### src/rtl/snake_pkg.sv
// Shared constants for the snake movement controller:
// direction codes, FSM state encoding and position packing.
package snake_pkg;

    localparam logic [1:0] DIR_UP    = 2'b00;
    localparam logic [1:0] DIR_RIGHT = 2'b01;
    localparam logic [1:0] DIR_DOWN  = 2'b10;
    localparam logic [1:0] DIR_LEFT  = 2'b11;

    localparam logic [2:0] ST_IDLE = 3'd0;
    localparam logic [2:0] ST_INIT = 3'd1;
    localparam logic [2:0] ST_RUN  = 3'd2;
    localparam logic [2:0] ST_CALC = 3'd3;
    localparam logic [2:0] ST_PUSH = 3'd4;
    localparam logic [2:0] ST_POP  = 3'd5;
    localparam logic [2:0] ST_DEAD = 3'd6;

    // Caller truncates the result to 2*w bits.
    function automatic logic [31:0] pack_pos(
        input logic [15:0] y,
        input logic [15:0] x,
        input int          w
    );
        return ({16'd0, y} << w) | {16'd0, x};
    endfunction

    // Opposite directions differ only in the upper bit.
    function automatic logic is_reverse(
        input logic [1:0] req,
        input logic [1:0] cur
    );
        return req == (cur ^ 2'b10);
    endfunction

endpackage

### src/rtl/snake_next_pos.sv
// Combinational one-step head move with wall detection;
// shared with the food/collision checker.
module snake_next_pos
    import snake_pkg::*;
#(
    parameter int COORD_W = 3
) (
    input  logic [COORD_W-1:0] x,
    input  logic [COORD_W-1:0] y,
    input  logic [1:0]         dir,
    output logic [COORD_W-1:0] next_x,
    output logic [COORD_W-1:0] next_y,
    output logic               wall
);

    always_comb begin
        next_x = x;
        next_y = y;
        wall   = 1'b0;
        case (dir)
            DIR_UP: begin
                wall   = (y == '0);
                next_y = y - COORD_W'(1);
            end
            DIR_RIGHT: begin
                wall   = (&x);
                next_x = x + COORD_W'(1);
            end
            DIR_DOWN: begin
                wall   = (&y);
                next_y = y + COORD_W'(1);
            end
            default: begin
                wall   = (x == '0);
                next_x = x - COORD_W'(1);
            end
        endcase
    end

endmodule

### src/rtl/snake_body_ctrl.sv
// Tick-driven movement controller feeding push/pop/position
// to body_stack; tracks head, length and wall death.
module snake_body_ctrl
    import snake_pkg::*;
#(
    parameter int COORD_W = 3,
    parameter int MAX_LEN = 8,
    parameter int INIT_X  = 1,
    parameter int INIT_Y  = 1
) (
    input  logic                         clk,
    input  logic                         reset,
    input  logic                         start,
    input  logic                         tick,
    input  logic [1:0]                   dir_in,
    input  logic                         grow,
    output logic                         push,
    output logic                         pop,
    output logic [2*COORD_W-1:0]         pos_out,
    output logic [COORD_W-1:0]           head_x,
    output logic [COORD_W-1:0]           head_y,
    output logic [$clog2(MAX_LEN+1)-1:0] length,
    output logic [1:0]                   dir_cur,
    output logic                         busy,
    output logic                         dead
);

    localparam int LEN_W = $clog2(MAX_LEN + 1);
    localparam int POS_W = 2 * COORD_W;

    logic [2:0]         state;
    logic               grow_q;
    logic [COORD_W-1:0] nx;
    logic [COORD_W-1:0] ny;
    logic               wall;

    snake_next_pos #(
        .COORD_W (COORD_W)
    ) u_next (
        .x      (head_x),
        .y      (head_y),
        .dir    (dir_cur),
        .next_x (nx),
        .next_y (ny),
        .wall   (wall)
    );

    // Outputs are registered alongside the state they belong to,
    // so push/pop/busy/dead change on the edge that enters a state.
    always_ff @(posedge clk) begin
        if (reset) begin
            state   <= ST_IDLE;
            push    <= 1'b0;
            pop     <= 1'b0;
            pos_out <= '0;
            head_x  <= COORD_W'(INIT_X);
            head_y  <= COORD_W'(INIT_Y);
            length  <= '0;
            dir_cur <= DIR_RIGHT;
            busy    <= 1'b0;
            dead    <= 1'b0;
            grow_q  <= 1'b0;
        end else begin
            push <= 1'b0;
            pop  <= 1'b0;
            case (state)
                ST_IDLE: begin
                    if (start) begin
                        state   <= ST_INIT;
                        push    <= 1'b1;
                        pos_out <= POS_W'(pack_pos(16'(INIT_Y), 16'(INIT_X), COORD_W));
                        head_x  <= COORD_W'(INIT_X);
                        head_y  <= COORD_W'(INIT_Y);
                        busy    <= 1'b1;
                    end
                end
                ST_INIT: begin
                    length <= LEN_W'(1);
                    state  <= ST_RUN;
                    busy   <= 1'b0;
                end
                ST_RUN: begin
                    if (tick) begin
                        grow_q <= grow;
                        if (!is_reverse(dir_in, dir_cur)) begin
                            dir_cur <= dir_in;
                        end
                        state <= ST_CALC;
                        busy  <= 1'b1;
                    end
                end
                ST_CALC: begin
                    if (wall) begin
                        state <= ST_DEAD;
                        dead  <= 1'b1;
                        busy  <= 1'b0;
                    end else begin
                        state   <= ST_PUSH;
                        push    <= 1'b1;
                        pos_out <= POS_W'(pack_pos(16'(ny), 16'(nx), COORD_W));
                    end
                end
                ST_PUSH: begin
                    head_x <= nx;
                    head_y <= ny;
                    if (grow_q && (length < LEN_W'(MAX_LEN))) begin
                        length <= length + LEN_W'(1);
                        state  <= ST_RUN;
                        busy   <= 1'b0;
                    end else begin
                        state <= ST_POP;
                        pop   <= 1'b1;
                    end
                end
                ST_POP: begin
                    state <= ST_RUN;
                    busy  <= 1'b0;
                end
                ST_DEAD: begin
                    state <= ST_DEAD;
                end
                default: begin
                    state <= ST_IDLE;
                    busy  <= 1'b0;
                end
            endcase
        end
    end

endmodule

### config.mk
export PLATFORM = sky130hd
export DESIGN_NAME = snake_body_ctrl
export DESIGN_NICKNAME = d
export VERILOG_FILES = /design/src/rtl/snake_pkg.sv /design/src/rtl/snake_next_pos.sv /design/src/rtl/snake_body_ctrl.sv
export SDC_FILE = /design/constraint.sdc
export NUM_CORES = 1
export LEC_CHECK = 0
export ABC_CLOCK_PERIOD_IN_PS = 2300
export CORE_ASPECT_RATIO = 1.25
export CORE_MARGIN = 5
export CORE_UTILIZATION = 40
export CTS_CLUSTER_DIAMETER = 80
export DETAILED_ROUTE_END_ITERATION = 10
export SETUP_SLACK_MARGIN = 0.05
export SLEW_MARGIN = 20
export SYNTH_ARGS = -nofsm -noshare
export SYNTH_HDL_FRONTEND = slang
export SYNTH_HIERARCHICAL = 1
export SYNTH_SLANG_ARGS = --single-unit
### constraint.sdc
create_clock -name clk -period 2.3 [get_ports clk]
set_input_delay 0.23 -clock clk [delete_from_list [all_inputs] [get_ports clk]]
set_output_delay 0.23 -clock clk [all_outputs]
set_load 0.03 [all_outputs]
Yosys cells after proc, flatten, opt, wreduce, memory -nomap -nowiden. Cells that the tools add are included.

Register bits: 26. Input bits: 7. Output and inout bits: 22. Word-level logic and storage cells: 81.

Add/sub/neg operators: 5. Order comparisons: 1. Eq/ne operators: 14. Muxes and demuxes: 24. Bitwise logic cells: 5. Reductions and logical operators: 21.

Operators by type and width (count): $pmux 3 s2 (4); $pmux 3 s6 (1); $mux 6 (2); $pmux 6 s2 (1); $reduce_and 3->1 (4); $reduce_and 2->1 (5); $eq 3x3->1 const B (3); $logic_not 3->1 (3); $mux 3 (3); $ne 2x2->1 const B (4); $pmux 4 s2 (1); $mux 1 (7); $add 3x1->3 const B (2); $eq 3x2->1 const B (2); $or 6x3->6 (1); $reduce_bool 2->1 (3); $reduce_or 2->1 (3); $sub 3x1->3 const B (2); $pmux 1 s5 (1); $reduce_and 5->1 (1); $add 4x1->4 const B (1); $lt 4x4->1 const B (1); $mux 4 (1); $not 1->1 (4); other kinds (10) (10).

Logic depth before layout (Yosys ltp).
Depth after elaboration: 6. Depth in mapped cells: 8. Gate-level depth less buffers: 7.

Cells and area by module. Netlist, hierarchy kept.

Modules (own cells, without submodules): snake_body_ctrl (instances 1, cells an instance 129, area each 1204.9 um^2, sequential area each 520.5 um^2); snake_next_pos (instances 1, cells an instance 22, area each 193.9 um^2, sequential area each 0.0 um^2).

Worst setup path before layout. Ideal clock, no wire load.

Path type: reg2reg. From: register dir_cur[1]. To: register pos_out[1]. Setup time: 0.061 ns. Arrival: 2.038 ns. Required time: 2.239 ns. Slack: 0.201 ns. Stages on the path, launching flop included: 7. Buffers on the path: 1. Clock period less this slack: 2.099 ns. Cell sequence: dfxtp_1 buf_4 or4b_1 a31oi_1 and3b_1 o21ai_2 a32o_1.

Elaborated cells on any way between the ends: 11. Classes of those cells: 3 x eq/ne; 4 x mux; 1 x bitwise; 3 x reduce/logical.

RTL lines: start: declaration (RTL line snake_body_ctrl.sv:23) `output logic [1:0] dir_cur,`; start signal: assignment (RTL line snake_body_ctrl.sv:86) `dir_cur <= dir_in;`; $eq 2x2->1, or another cell as far along (RTL line snake_next_pos.sv:20) `case (dir)`; $pmux 1 s3 (*) (RTL line snake_next_pos.sv:20); via wall (RTL line snake_body_ctrl.sv:35) `logic wall;`; $ne 2x2->1 (no source line) (*); $reduce_and 3->1 (no source line) (*); end signal: assignment (RTL line snake_body_ctrl.sv:71) `pos_out <= POS_W'(pack_pos(16'(INIT_Y), 16'(INIT_X), COORD_W));`; end signal: assignment (RTL line snake_body_ctrl.sv:100) `pos_out <= POS_W'(pack_pos(16'(ny), 16'(nx), COORD_W));`; end: declaration (RTL line snake_body_ctrl.sv:19) `output logic [2*COORD_W-1:0] pos_out,`.

Mark *: on every way through the listed nets, which the timed path passes. The rest lies on a longest branch. The select of a mux whose other input is x is not followed. A chain may end at the register's enable or synchronous reset.

Worst setup path in the final report.
From: register dir_cur[0]. To: register head_x[2].

Longest elaborated chain between the ends: 4. Elaborated cells on any way between the ends: 6. Classes of those cells: 2 x eq/ne; 2 x mux; 2 x reduce/logical.

Ends and longest elaborated chain: $eq 2x2->1 or $logic_not 2->1 (tied branches) (RTL line snake_next_pos.sv:20); $reduce_or 2->1 (no source line); $pmux 3 s2 (*) (RTL line snake_next_pos.sv:20); via nx[2] (RTL line snake_body_ctrl.sv:33) `logic [COORD_W-1:0] nx;`; $pmux 3 s2 (*) (RTL line snake_body_ctrl.sv:66) `case (state)`; end signal: assignment (RTL line snake_body_ctrl.sv:56) `head_x <= COORD_W'(INIT_X);`; end signal: assignment (RTL line snake_body_ctrl.sv:72) `head_x <= COORD_W'(INIT_X);`; end signal: assignment (RTL line snake_body_ctrl.sv:104) `head_x <= nx;`; end: declaration (RTL line snake_body_ctrl.sv:20) `output logic [COORD_W-1:0] head_x,`.

Mark *: on every way through the listed nets, which the timed path passes. The rest lies on a longest branch.

==> impl_metrics.csv <==
group,metric,value,unit
floorplanning,die_w,62.9,µm
sta,finalSetupViolCount,0,
sta,rsz0062_at_grt,"false",
sta,fmax,488,MHz
floorplanning,core-area,3420,µm²
grt,first_global_vias,1240,
cells_and_area,final_cell_mix,"clkdlybuf4s50_1 (28), dfxtp_1 (26), a21oi_1 (12)",
pwr,p_int,671,µW
cells_and_area,area_growth,23.3,%
cells_and_area,final_common_cell,"clkdlybuf4s50_1",
synth,synth_edf_count,0,
placed_design,dp.cells,211,
pwr,swShare,0.284,
synth,yosysWarnings,6,
grt,grt_pass1_wl,5.87,mm
pwr,comb_power_share,0.201,
grt,grt_max_degree,18,
drt,drtAntennaViolNets,0,
drt,first_pass_iters,4,
clocking,cts_max_level,1,
sta,finClkSkew,0.00421,ns
grt,grt_use_total,0.149,
synth,synth-seq-cells,26,
cells_and_area,diodes,0,
setup_path,cp_max_fo,13,
clocking,cts.hold.buffers_added,0,
setup_path,rr_startpoint,"dir_cur[0]",
cells_and_area,nets,187,
synth,netlist_top_cells_area,"dfxtp_1 (37%), a21oi_1 (4.3%), o21ai_0 (3.6%)",
clocking,root_buffer,"clkbuf_8",
setup_path,endpoint_kind,"register",
grt,globalRouteOverflowTotal,0,
pwr,p_switching,266,µW
setup_path,worst_setup_path_start_kind,"register",
worst_hold_path,hold_path_class,"reg2reg",
worst_hold_path,hold_path_depth,2,
synth,synth_top_area_cell,"dfxtp_1",
sta,slew_violations,0,
synth,synth_top_area_share,0.372,
clocking,clk_pin_slew,0.08,ns
setup_path,reg2reg_depth,7,
cells_and_area,fin_area,1730,µm²
synth,yosysUniqueCellTypes,49,
drt,vias,1228,
clocking,cts_sinks,26,
worst_hold_path,min-delay-start,"pos_out[0]",
sta,worstMarginPinSlew,0.633,ns
pwr,p_leak,0.000643,µW
sta,period_share,0.891,
pwr,p_clk_frac,0.264,
pwr,ir_drop,0.000317,V
placed_design,port_buffers,28,
placed_design,dpl.hpwl,2.60,mm
floorplanning,start_util,0.409,
pwr,power_density,543,nW/µm²
cells_and_area,fin_cells,214,
floorplanning,die-area,4790,µm²
setup_path,cp.required,2.48,ns
floorplanning,num_rows,24,
synth,netlist_instances,151,
pwr,seq_power_share,0.535,
sta,tns,0,ns
cells_and_area,layout-drive-gt1-share,0.120,
synth,ys.flop_type,"dfxtp_1",
setup_path,rrSetupSlack,0.25,ns
setup_path,path_class,"reg2reg",
clocking,cts_buffers,3,
drt,drtIter0Drc,45,
drt,wl,3.39,mm
clocking,clk_path_buf_depth,2,
drt,drt-wirelength-per-cell,15.9,µm
synth,synthArstFlopShare,0,
flow_run,cap_violations,0,
synth,avgSynthCellArea,9.26,µm²
drt,vias_per_cell,5.74,
synth,synth.net_count,161,
grt,antenna_found_initial,0,
setup_path,critical_path_arrival,2.23,ns
sta,finalCriticalPeriod,2.05,ns
setup_path,timing.rr.end,"head_x[2]",
placed_design,place_area,1680,µm²
run_status,status,"completed",
clocking,cts_tree,"yes",
synth,syn_area,1400,µm²
sta,hold_violations,0,
sta,slew_headroom,0.578,
clocking,clock_latency,0.26,ns
floorplanning,die_height,76.1,µm
placed_design,gp_congestion,0.833,
drt,drc,0,
worst_hold_path,holdPathEnd,"pos_out[0]",
synth,ys_seq_area_frac,0.372,
floorplanning,ios,29,
## cell families (layout without fill, tap and decap cells)
| group | Yosys count | in the layout | synth area share |
|---|---|---|---|
| xor gates and xnor gates | 7 | 7 | 0.0438 |
| muxes | 4 | 4 | 0.0349 |
| DFF | 26 | 26 | 0.372 |
| and+or+nand+nor | 53 | 53 | 0.239 |
| adders and majority gates | 3 | 3 | 0.0376 |
| buffers and inverters | 16 | 40 | 0.0680 |
| AOI/OAI and AO/OA | 42 | 42 | 0.205 |
## timing repair
item,4_1_cts,5_1_grt
buffers inserted,0,0
gates resized for setup,0,1
endpoints found under the setup margin,0,4
## flip-flops by register name, summed over array words and instances (netlist names)
name,cells
busy,1
dead,1
dir_cur,2
grow_q,1
head_x,3
head_y,3
length,4
pop,1
pos_out,6
push,1
state,3
## critical path, cell delays in order, from the launching register on
cell	delay (ns)
dfxtp_1	0.65
nand2b_1	0.16
fa_1	0.43
xor2_1	0.15
nand2_1	0.08
xnor2_1	0.27
nand2_1	0.09
a21oi_1	0.15
## metrics by stage
stage,hold WS (ns),total power [µW],util,worst slack [ns]
4_1_cts,0.450,948,0.502,0.192
6_report,0.447,937,0.504,0.252
2_1_floorplan,0.354,642,-,0.201
3_3_place_gp,0.441,698,0.490,0.311
5_1_grt,0.468,985,0.504,0.113
3_5_place_dp,0.441,699,0.490,0.251
## worst max-delay path by stage
stage                  to       start  cells past startpoint
3_5_place_dp   pos_out[2]   head_x[0]                      5
3_3_place_gp   pos_out[5]   head_x[0]                      5
2_1_floorplan  pos_out[1]  dir_cur[1]                      6
4_1_cts        pos_out[2]   head_x[0]                      5
5_1_grt         head_x[2]  dir_cur[0]                      7
6_report        head_x[2]  dir_cur[0]                      7
## Yosys cell counts, types with 3 or more instances
cell and count:
o21ai_0 10, buf_4 3, inv_1 6, nor3b_1 3, dfxtp_1 26, buf_6 3
nor2_1 10, xor2_1 5, nand3_1 3, o21a_1 3, nand2_1 11, a32o_1 4
nor3_1 4, nor2b_1 3, a21oi_1 12, a31oi_1 3, mux2_2 3
## cell type report
class / count / area [µm²]
fill: 329 / 1700
tap: 39 / 48.8
sequential: 26 / 520
timing repair buffer: 31 / 303
clock buffer: 3 / 41.3
multi-input combinational: 109 / 790
inverter: 6 / 22.5
## metal layers
layer / vias up / share of wire / track usage
met5: - / 0 / 0
met4: 0 / 0.021 / 0.0807
met3: 6 / 0.034 / 0.0251
met2: 30 / 0.52 / 0.255
met1: 596 / 0.42 / 0.173
li1: 596 / - / -
## power by group through the flow
stage / clock (µW) / combinational (µW) / sequential (µW)
floorplan: 0 / 123 / 519
finish: 247 / 188 / 502
detailed placement: 0 / 187 / 512
global placement: 0 / 186 / 512
CTS: 259 / 188 / 502
global route: 275 / 203 / 508
No activity file was read; power rests on OpenSTA's default activity.
